--- config.mk ---
export PLATFORM = sky130hd
export DESIGN_NAME = ro_puf_reader
export DESIGN_NICKNAME = d
export VERILOG_FILES = /design/src/rtl/ro_puf_pkg.sv /design/src/rtl/ro_puf_reader_counter.sv /design/src/rtl/ro_puf_reader.sv
export SDC_FILE = /design/constraint.sdc
export NUM_CORES = 1
export LEC_CHECK = 0
export BUFFER_PORTS_ARGS = -buffer_cell sky130_fd_sc_hd__buf_4
export CAP_MARGIN = 10
export CORE_MARGIN = 2
export CORE_UTILIZATION = 49
export CTS_BUF_LIST = sky130_fd_sc_hd__clkbuf_8
export DETAILED_ROUTE_END_ITERATION = 8
export HOLD_SLACK_MARGIN = 0.1
export PLACE_DENSITY = 0.68
export SYNTH_ARGS = -nofsm -noshare
export SYNTH_HDL_FRONTEND = slang
export SYNTH_SLANG_ARGS = --single-unit
--- constraint.sdc ---
create_clock -name clk -period 2.3 [get_ports clk]
set_input_delay 0.46 -clock clk [delete_from_list [all_inputs] [get_ports clk]]
set_output_delay 0.46 -clock clk [all_outputs]
set_load 0.05 [all_outputs]
--- src/rtl/ro_puf_pkg.sv ---
// Shared types and constants for the ring-oscillator PUF reader.
// Holds the FSM encoding and the fixed input-pipeline depths.
package ro_puf_pkg;

  typedef enum logic [2:0] {
    IDLE,
    SETTLE,
    COUNT,
    DRAIN,
    COMPARE,
    DONE
  } state_t;

  localparam int SYNC_STAGES = 2;
  localparam int DRAIN_CYC   = 3;

endpackage

--- src/rtl/ro_puf_reader_counter.sv ---
// One oscillator lane: synchronizer, rising-edge detect and a
// saturating edge counter with a sticky saturation flag.
module ro_edge_counter
  import ro_puf_pkg::*;
#(
  parameter int CNT_W = 16
) (
  input  logic             clk,
  input  logic             rst,
  input  logic             clr,
  input  logic             cnt_en,
  input  logic             ro_in,
  output logic [CNT_W-1:0] cnt,
  output logic             sat
);

  localparam logic [CNT_W-1:0] CNT_MAX = '1;

  logic [SYNC_STAGES-1:0] r_sync;
  logic                   r_last;
  logic [CNT_W-1:0]       r_cnt;
  logic                   r_sat;
  logic                   w_rise;

  assign w_rise = r_sync[SYNC_STAGES-1] & ~r_last;

  always_ff @(posedge clk) begin
    if (rst) begin
      r_sync <= '0;
      r_last <= 1'b0;
      r_cnt  <= '0;
      r_sat  <= 1'b0;
    end else begin
      r_sync <= {r_sync[SYNC_STAGES-2:0], ro_in};
      r_last <= r_sync[SYNC_STAGES-1];
      if (clr) begin
        r_cnt <= '0;
        r_sat <= 1'b0;
      end else if (cnt_en && w_rise && r_cnt != CNT_MAX) begin
        r_cnt <= r_cnt + 1'b1;
        // Flag as soon as the rail is reached; the count never wraps.
        if (r_cnt == CNT_MAX - 1'b1)
          r_sat <= 1'b1;
      end
    end
  end

  assign cnt = r_cnt;
  assign sat = r_sat;

endmodule

--- src/rtl/ro_puf_reader.sv ---
// RO PUF measurement: enables the oscillators, counts edges over a
// fixed window and compares lanes pairwise into response bits.
module ro_puf_reader
  import ro_puf_pkg::*;
#(
  parameter int NUM_RO     = 4,
  parameter int CNT_W      = 16,
  parameter int SETTLE_CYC = 16,
  parameter int WINDOW     = 1024
) (
  input  logic                clk,
  input  logic                rst,
  input  logic                start,
  output logic                busy,
  output logic [NUM_RO-1:0]   ro_en,
  input  logic [NUM_RO-1:0]   ro_out,
  output logic [NUM_RO/2-1:0] resp,
  output logic [NUM_RO/2-1:0] resp_tie,
  output logic                resp_sat,
  output logic                resp_valid,
  input  logic                resp_ready
);

  localparam int NP    = NUM_RO / 2;
  localparam int ST_W  = $clog2(SETTLE_CYC + 1);
  localparam int WIN_W = $clog2(WINDOW + 1);

  localparam logic [ST_W-1:0]  ST_LAST  = ST_W'(SETTLE_CYC - 1);
  localparam logic [WIN_W-1:0] WIN_LAST = WIN_W'(WINDOW - 1);
  localparam logic [1:0]       DR_LAST  = 2'(DRAIN_CYC - 1);

  state_t           r_state;
  logic [ST_W-1:0]  r_set;
  logic [WIN_W-1:0] r_win;
  logic [1:0]       r_drn;
  logic             r_en;
  logic             r_busy;
  logic             r_valid;
  logic [NP-1:0]    r_resp;
  logic [NP-1:0]    r_tie;
  logic             r_sat;

  logic             w_clr;
  logic             w_cnt_en;
  logic [CNT_W-1:0] w_cnt [NUM_RO];
  logic [NUM_RO-1:0] w_sat;
  logic [NP-1:0]    w_gt;
  logic [NP-1:0]    w_eq;

  assign w_clr    = (r_state == IDLE) && start;
  assign w_cnt_en = (r_state == COUNT);

  for (genvar g = 0; g < NUM_RO; g++) begin : g_lane
    ro_edge_counter #(.CNT_W(CNT_W)) u_cnt (
      .clk    (clk),
      .rst    (rst),
      .clr    (w_clr),
      .cnt_en (w_cnt_en),
      .ro_in  (ro_out[g]),
      .cnt    (w_cnt[g]),
      .sat    (w_sat[g])
    );
  end

  always_comb begin
    w_gt = '0;
    w_eq = '0;
    for (int p = 0; p < NP; p++) begin
      w_gt[p] = w_cnt[2*p] > w_cnt[2*p+1];
      w_eq[p] = w_cnt[2*p] == w_cnt[2*p+1];
    end
  end

  always_ff @(posedge clk) begin
    if (rst) begin
      r_state <= IDLE;
      r_set   <= '0;
      r_win   <= '0;
      r_drn   <= '0;
      r_en    <= 1'b0;
      r_busy  <= 1'b0;
      r_valid <= 1'b0;
      r_resp  <= '0;
      r_tie   <= '0;
      r_sat   <= 1'b0;
    end else begin
      unique case (r_state)
        IDLE: begin
          if (start) begin
            r_state <= SETTLE;
            r_set   <= '0;
            r_en    <= 1'b1;
            r_busy  <= 1'b1;
          end
        end
        SETTLE: begin
          if (r_set == ST_LAST) begin
            r_state <= COUNT;
            r_win   <= '0;
          end else begin
            r_set <= r_set + 1'b1;
          end
        end
        COUNT: begin
          if (r_win == WIN_LAST) begin
            r_state <= DRAIN;
            r_drn   <= '0;
            r_en    <= 1'b0;
          end else begin
            r_win <= r_win + 1'b1;
          end
        end
        // Let in-flight synchronizer edges fall out uncounted.
        DRAIN: begin
          if (r_drn == DR_LAST)
            r_state <= COMPARE;
          else
            r_drn <= r_drn + 1'b1;
        end
        COMPARE: begin
          r_resp  <= w_gt;
          r_tie   <= w_eq;
          r_sat   <= |w_sat;
          r_valid <= 1'b1;
          r_state <= DONE;
        end
        DONE: begin
          if (resp_ready) begin
            r_state <= IDLE;
            r_valid <= 1'b0;
            r_busy  <= 1'b0;
          end
        end
        default: r_state <= IDLE;
      endcase
    end
  end

  assign busy       = r_busy;
  assign ro_en      = {NUM_RO{r_en}};
  assign resp       = r_resp;
  assign resp_tie   = r_tie;
  assign resp_sat   = r_sat;
  assign resp_valid = r_valid;

endmodule
# ---- Word level (Yosys, flattened, before mapping)
# Index checks and enable logic that the tools add are counted.
dict set report op_classes {
  add_sub_neg 7
  n_lt_le_gt_ge 2
  eq_ne 26
  muxes 21
  n_bitwise 8
  reduce_logical 29
}
# cell count
set ops {}
lappend ops {{16-bit by 1-bit adder with 16-bit output, second input constant} 4}
lappend ops {{16-bit equality test, second input constant} 4}
lappend ops {{16-bit inequality test, second input constant} 4}
lappend ops {{16-bit equality test} 2}
lappend ops {{16-bit > comparator} 2}
lappend ops {{11-bit 2-to-1 mux} 2}
lappend ops {{11-bit one-hot mux with 2 select lines} 1}
lappend ops {{3-bit one-hot mux with 6 select lines} 1}
lappend ops {{2-bit inequality test, second input constant} 8}
lappend ops {{3-bit 2-to-1 mux} 5}
lappend ops {{3-bit AND reduction} 5}
lappend ops {{2-bit nonzero test} 6}
lappend ops {{11-bit by 1-bit adder with 11-bit output, second input constant} 1}
lappend ops {{11-bit by 10-bit equality test with 1-bit output, second input constant} 1}
lappend ops {{5-bit 2-to-1 mux} 2}
lappend ops {{5-bit one-hot mux with 2 select lines} 1}
lappend ops {{2-bit AND reduction} 5}
lappend ops {{1-bit logical AND} 9}
lappend ops {{3-bit by 2-bit equality test with 1-bit output, second input constant} 2}
lappend ops {{3-bit equality test, second input constant} 2}
lappend ops {{1-bit one-hot mux with 2 select lines} 3}
lappend ops {{5-bit by 1-bit adder with 5-bit output, second input constant} 1}
lappend ops {{5-bit by 4-bit equality test with 1-bit output, second input constant} 1}
lappend ops {{5-bit AND reduction} 1}
lappend ops {{other kinds (11)} 20}
dict set report totals {
  reg_bits 109
  input_bits 8
  output_inout_bits 11
  word_cells 119
}

# ---- Depth between registers and ports, before layout
# Gate-level depths: netlist (run 1).
dict set report logic_depth {
  depth_word 5
  mapped_depth 8
}

# ---- Hierarchy
# From an unflattened synthesis (run 1), not the netlist that was laid out.
dict set report hier_totals {
  cells_unflattened 742
  hier_area_um2 6134.6
}
# mod instances cells_per_inst area_per_inst_um2 seq_area_each_um2
set modules_own_cells {}
lappend modules_own_cells {ro_edge_counter 4 114 977.2 400.4}
lappend modules_own_cells {ro_puf_reader 1 286 2225.9 580.6}

# ---- Least setup slack after synthesis (run 1)
# OpenSTA, ideal clock, no wires.
dict set report synth_path {
  path_kind {register -> register}
  startpoint {register r_set[0]}
  endpoint {register r_set[4]}
  setup_time_ns 0.071
  arrival_time_ns 1.820
  required_time_ns 2.229
  path_slack_ns 0.410
  stages_incl_launch_ff 8
  synth_period_minus_slack_ns 1.890
  path_cell_list {dfxtp_1 -> ha_1 -> and3_1 -> ha_1 -> nor3b_2 -> nor2_1 -> or4b_1 -> a21oi_1}
}
dict set report synth_via {
  elab_chain_len 3
}
# element line_no
set synth_rtl {}
lappend synth_rtl {{from (decl)} ro_puf_reader.sv:33} ;# logic [ST_W-1:0] r_set;
lappend synth_rtl {{from (signal assigned)} ro_puf_reader.sv:101} ;# r_set <= r_set + 1'b1;
lappend synth_rtl {{5-bit by 1-bit adder with 5-bit output / 5-bit by 4-bit equality test with 1-bit output (equally long branches)} {ro_puf_reader.sv:101, ro_puf_reader.sv:97}}
lappend synth_rtl {{5-bit 2-to-1 mux / 2-bit inequality test (equally long branches)} n/a}
lappend synth_rtl {{5-bit one-hot mux with 2 select lines / 3-bit AND reduction (equally long branches)} n/a}
# Parallel ways exist; a longest one is shown, timed or not. The select of a mux whose other input is x is not followed.
# A chain may end at the register's enable or synchronous reset.

# ---- Worst setup path after layout (run 1)
# Ends and elaborated chain as after synthesis.

==> run summary, run 1 <==
run status: finished clean
dpl cell area: 6120 um2
XOR/XNOR share of the synthesized area: 6.17%
main flop type after synthesis: dfxtp_1
Multi-input gate area: 3360 um2
fin crit share: 92.0%
total number of vias: 4994
R2R Setup Slk: 180 ps
most common cell after layout, fill and taps aside: dfxtp_1
total negative slack: 0 ps
clk_lat worst skew: 390 ps
Static Leak: 2.15 nW
Max FO, Critical Path: 6
Hold Crit Depth: 2
reg2reg start: r_set[0]$_SDFFE_PP0P_
Fillers: 1095
YS warnings: 0
Hold Crit Start: ro_out[3]
row cnt: 39
Crit Path Category: reg -> reg
CTS sink count: 109
path depth of the worst reg2reg path: 7
Worst setup SP type: flop
Worst-Margin Slew: 621 ps
Syn Nets: 757
diode count: 0
synthesized-area fraction occupied by adder cells: 9.45%
WL per Instance: 14.7 um
number of global-route vias before repair: 4802
final WL: 12700 um
Worst Clk Skew: 14.4 ps
endpoint class of the critical path: flop
final instance area: 6300 um2
Seq/Total Area, Yosys: 37.5%
hpwl dp: 9290 um
Fin Hold WS: 272 ps
Die ar.: 12800 um2
first-pass GRT wire length: 22200 um
Max Root-Sink Buffers: 2
CTS Buf Count: 9
RSZ-0062 raised after global routing: no
cells along the critical path: ha_1 -> and3_1 -> ha_1 -> nor3b_2 -> nor2_1 -> or4b_1 -> a21oi_1
routability-driven placement congestion ratio: 0.869
RR Endpoint: r_set[4]$_SDFFE_PP0P_
number of synthesized flops with an enable pin: 0
largest family of logic cells by synthesized area: simple AND/OR/NAND/NOR gates
Min-Delay Path Class: in -> reg
buffers plus inverters on the worst setup path: 0
mux share of post-synthesis cell area: 0.516%
io pins: 19
worst slew margin relative to its limit: 58.5%
max-cap violations: 0
GRT Overall Usage: 21.0%
Pwr Density: 505 nW/um2
delay-heaviest family, CP: simple AND/OR/NAND/NOR gates
CP max stage delay: 520 ps
final setup violation count: 0
syn avg cell area: 8.26 um2
most frequent cells in the layout: dfxtp_1 (109), nor2_1 (99), a21oi_1 (48)
Remaining DRCs: 0
pin count of the biggest net entering global routing: 53
worst path required time: 2630 ps
post-CTS sizing: 0
Starting Density: 50.6%
TritonCTS clock tree: built
fraction of registers with async set/reset: 0%
floorplan core area: 11500 um2
#FFs+latches synth: 109
crit path DAT: 2440 ps
Hold Buf Count CTS: 0
port bufs: 18
Layout Nets: 773
peak supply drop: 0.411 mV
Slowest cell on crit path: or4b_1
max frequency: 473 MHz
Worst Hold Endpoint: g_lane[3].u_cnt.r_sync[0]$_SDFF_PP0_
CTS Root Cell: clkbuf_8
DRT Pass-1 Iters: 4
Sequential Area: 2180 um2
H-tree Lvls: 3
final hold vios: 0
die height: 113 um
synth unique cells: 58
initial DRC count: 215
Cell Area, Synth: 5820 um2
Final Max Tran Viols: 0
Syn Inst Count: 705
Routed Antenna Nets: 0
initial antenna violation count: 0
Reg clk slew, reported paths: 110 ps
CP dominant cell by count: ha_1
min Tclk post-route: 2120 ps
Compound-Gate Fraction of Synth Area: 12.9%
grt ovf: 0
share of cells above drive strength 1: 8.40%
die width: 113 um
via/cell ratio: 5.75
post-synthesis simple-gate area fraction: 28.6%
Post-CTS Setup Bufs: 0
area grow syn2layout: 8.23%
-- routing by layer --
layer	vias up	global-route usage, %	routed length [um]
met5	-	0	0
li1	2556	-	-
met1	2335	27.4	6170
met2	86	34.3	5940
met4	0	6.75	156
met3	17	5.36	481
-- sequential cells by signal, indices dropped and copies added, names as in the netlist, 3 cells and up --
name,cells
r_win,11
g_lane.u_cnt.cnt,64
g_lane.u_cnt.sat,4
r_set,5
r_state,3
g_lane.u_cnt.r_sync,8
g_lane.u_cnt.r_last,4
-- power by group --
| group | internal [mW] | leakage (nW) | switching (mW) |
|---|---|---|---|
| Clock | 0.411 | 0.0934 | 0.701 |
| Combinational | 0.0517 | 1.17 | 0.104 |
| Sequential | 1.90 | 0.881 | 0.0138 |
| Total | 2.36 | 2.15 | 0.819 |
-- kinds of logic (layout without fill, tap and decap cells) --
logic type               count (synthesis)  after routing
AND/OR/NAND/NOR                        317            317
AO/OA/AOI/OAI                          122            122
flip-flops                             109            109
buffers and inverters                   69             90
adder cells (fa/ha/maj)                 44             44
XOR/XNOR                                41             41
multiplexers                             3              3
-- cells in the mapped netlist (2+ instances only) --
cell type | n | area share, %
a2111oi_2 | 2 | 0.52
a211oi_1 | 14 | 1.8
a21o_1 | 4 | 0.52
a21oi_1 | 48 | 4.1
a22oi_1 | 2 | 0.26
a311oi_1 | 4 | 0.60
a31oi_1 | 11 | 1.2
and2_1 | 4 | 0.43
and3_1 | 6 | 0.64
and4_1 | 7 | 1.1
and4b_1 | 2 | 0.34
buf_2 | 5 | 0.43
buf_4 | 5 | 0.64
clkbuf_1 | 14 | 0.90
dfxtp_1 | 109 | 37
ha_1 | 44 | 9.5
inv_1 | 44 | 2.8
mux2i_1 | 3 | 0.52
nand2_1 | 45 | 2.9
nand3_1 | 35 | 3.0
nand4_1 | 24 | 2.6
nand4_2 | 2 | 0.43
nand4b_1 | 2 | 0.30
nand4bb_1 | 2 | 0.39
nor2_1 | 99 | 6.4
nor2b_1 | 20 | 2.1
nor3_1 | 20 | 1.7
nor3_2 | 2 | 0.34
nor3b_1 | 3 | 0.39
nor4_1 | 19 | 2.0
nor4b_1 | 2 | 0.30
o21ai_0 | 26 | 2.2
or2_2 | 4 | 0.43
or3_1 | 9 | 0.97
xnor2_1 | 40 | 6.0
-- area by class of cell --
class                           count  share of cell area [%]
Timing Repair Buffer               30                    3.77
Clock buffer                        9                    1.97
Multi-Input combinational cell    527                    53.3
Inverter                           44                    2.62
Tap cell                          143                    2.84
Clock inverter                      7                   0.913
Sequential cell                   109                    34.6
-- worst max-delay path by stage --
stage	slack, ps	cells past startpoint	start	end
floorplan	410	7	r_set[0]$_SDFFE_PP0P_	r_set[4]$_SDFFE_PP0P_
global placement	280	7	r_set[0]$_SDFFE_PP0P_	r_set[4]$_SDFFE_PP0P_
detailed placement	210	7	r_set[0]$_SDFFE_PP0P_	r_set[4]$_SDFFE_PP0P_
CTS	190	7	r_set[0]$_SDFFE_PP0P_	r_set[4]$_SDFFE_PP0P_
global route	3	6	r_state[1]$_SDFFE_PP0P_	g_lane[0].u_cnt.cnt[10]$_SDFFE_PP0P_
finish	180	7	r_set[0]$_SDFFE_PP0P_	r_set[4]$_SDFFE_PP0P_
-- metrics by stage --
step | util, % | worst slack [ps] | total power [mW] | cells
4_1_cts | 54.7 | 187 | 3.24 | 869
5_1_grt | 54.7 | 3.16 | 3.31 | 869
3_5_place_dp | 53.2 | 215 | 2.11 | 853
2_1_floorplan | - | 410 | 2.07 | 705
6_report | 54.7 | 184 | 3.18 | 869
3_3_place_gp | 53.2 | 284 | 2.11 | 853
(Power assumes the default switching activity.)
==> inputs of run 2 (changes only) <==
Settings changed: CELL_PAD_IN_SITES_DETAIL_PLACEMENT set to 1, CELL_PAD_IN_SITES_GLOBAL_PLACEMENT set to 1, PLACE_DENSITY 0.68 to 0.85.
==> run 2 against run 1 <==
Maximum frequency fell by 3.2%; worst hold slack got worse by 2.0 ps; first-iteration DRC count rose by 36%; wire length rose by 20%; critical path depth fell by 1; power rose by 4.0%.
==> run summary, run 2 (synthesis results as in run 1) <==
max reg flops: 64
most common cell after layout, fill and taps aside: dfxtp_1
Hold Crit Start: ro_out[0]
Fillers: 1419
diode count: 0
CTS Root Cell: clkbuf_8
grt ovf: 0
R2R Setup Slk: 110 ps
initial DRC count: 292
Worst Hold Endpoint: g_lane[0].u_cnt.r_sync[0]$_SDFF_PP0_
RR Endpoint: g_lane[1].u_cnt.cnt[13]$_SDFFE_PP0P_
post-route insts no fill: 870
worst slew margin relative to its limit: 51.3%
pin count of the biggest net entering global routing: 60
CTS Buf Count: 9
Reg clk slew, reported paths: 100 ps
Core Util, Final: 55.1%
fin crit share: 95.0%
Worst-Margin Slew: 724 ps
Final Max Tran Viols: 0
Max FO, Critical Path: 18
Psw: 833 uW
max-cap violations: 0
via/cell ratio: 5.92
path depth of the worst reg2reg path: 6
Remaining DRCs: 0
routability-driven placement congestion ratio: 0.834
clk_lat worst skew: 400 ps
endpoint class of the critical path: flop
io pins: 19
Die ar.: 12800 um2
number of global-route vias before repair: 5405
hpwl dp: 11200 um
Starting Density: 50.6%
worst path required time: 2590 ps
Max Root-Sink Buffers: 2
min Tclk post-route: 2190 ps
buffers plus inverters on the worst setup path: 1
TritonCTS clock tree: built
CP max stage delay: 570 ps
row cnt: 39
Slowest cell on crit path: dfxtp_1
Layout Nets: 774
DRT Pass-1 Iters: 4
share of cells above drive strength 1: 8.67%
Worst setup SP type: flop
post-CTS sizing: 0
die width: 113 um
CTS sink count: 109
total number of vias: 5151
Worst Clk Skew: 15.5 ps
floorplan core area: 11500 um2
Hold Crit Depth: 2
RSZ-0062 raised after global routing: yes
Logic pwr share: 4.9%
final setup violation count: 0
Net Sw Frac: 25.2%
first-pass GRT wire length: 26100 um
H-tree Lvls: 3
final hold vios: 0
Post-CTS Setup Bufs: 0
die height: 113 um
most frequent cells in the layout: dfxtp_1 (109), nor2_1 (99), a21oi_1 (48)
peak supply drop: 0.480 mV
Hold Buf Count CTS: 0
sequential fraction of design power: 57.9%
run status: finished clean
crit path DAT: 2470 ps
port bufs: 18
total power: 3.31 mW
Placed Cells: 854
Routed Antenna Nets: 0
final WL: 15200 um
Min-Delay Path Class: in -> reg
Crit Path Category: reg -> reg
WL per Instance: 17.5 um
Static Leak: 2.16 nW
max frequency: 457 MHz
Clock power frac: 37.3%
reg2reg start: r_state[1]$_SDFFE_PP0P_
Pwr Density: 521 nW/um2
initial antenna violation count: 0
GRT Overall Usage: 25.2%
cells along the critical path: nor3b_4 -> buf_4 -> nand4_1 -> nor4_1 -> xnor2_1 -> nor2_1
setup slack after layout: 114 ps
area grow syn2layout: 9.00%
Place WS: 160 ps
internal power: 2.48 mW
delay-heaviest family, CP: simple AND/OR/NAND/NOR gates
run 2: changes by cell type in the layout (fill, tap and decap cells not counted):
cell,delta
buf_4,+1
bufinv_16,+1
nor3b_2,-1
nor4_1,-1
nor3b_4,+1
clkinv_2,-1
nor4_2,+1
run 2: per-stage QoR:
step | hold slack [ps] | TNS, ps | area (um2)
after floorplan | 414 | 0 | 5820
final | 270 | 0 | 6350
after global routing | 243 | -59.2 | 6350
after global placement | 421 | 0 | 6130
after detailed placement | 429 | 0 | 6130
after CTS | 244 | 0 | 6340
run 2: power groups by stage:
stage                     logic [mW]  clock network [mW]  registers [mW]
after floorplan                0.109                   0            1.96
after global placement         0.155                   0            1.96
after detailed placement       0.161                   0            1.96
after CTS                      0.161                1.27            1.92
after global routing           0.174                1.34            1.92
final                          0.161                1.23            1.92
run 2: worst max-delay path by stage:
stage / startpoint / end / cells past startpoint
after floorplan: r_set[0]$_SDFFE_PP0P_ / r_set[4]$_SDFFE_PP0P_ / 7
after detailed placement: r_set[0]$_SDFFE_PP0P_ / r_set[4]$_SDFFE_PP0P_ / 7
after global routing: r_state[1]$_SDFFE_PP0P_ / g_lane[1].u_cnt.cnt[13]$_SDFFE_PP0P_ / 6
after CTS: r_set[0]$_SDFFE_PP0P_ / r_set[4]$_SDFFE_PP0P_ / 7
after global placement: r_state[1]$_SDFFE_PP0P_ / g_lane[2].u_cnt.cnt[11]$_SDFFE_PP0P_ / 6
final: r_state[1]$_SDFFE_PP0P_ / g_lane[1].u_cnt.cnt[13]$_SDFFE_PP0P_ / 6
run 2: per-layer routing:
layer  vias to the layer above  part of all wire (%)  global-route usage (%)
met5                         -                     0                       0
met1                      2524                    47                    31.4
met4                         0                   1.2                    6.75
met2                        66                    48                    43.6
li1                       2544                     -                       -
met3                        17                   3.9                    6.05
run 2: worst register-to-register path, cell delays in order, from the launching register on:
cell and delay (ps):
dfxtp_1 570, nor3b_4 240, buf_4 280, nand4_1 370, nor4_1 400, xnor2_1 160, nor2_1 50
run 2: layout make-up:
cell class,instances,area [um2],area share [%]
inverter,44,165,2.60
timing repair buffer,31,245,3.86
clock buffer,9,124,1.95
tap,143,179,2.82
clock inverter,7,82.6,1.30
sequential,109,2180,34.4
multi-input combinational,527,3370,53.1
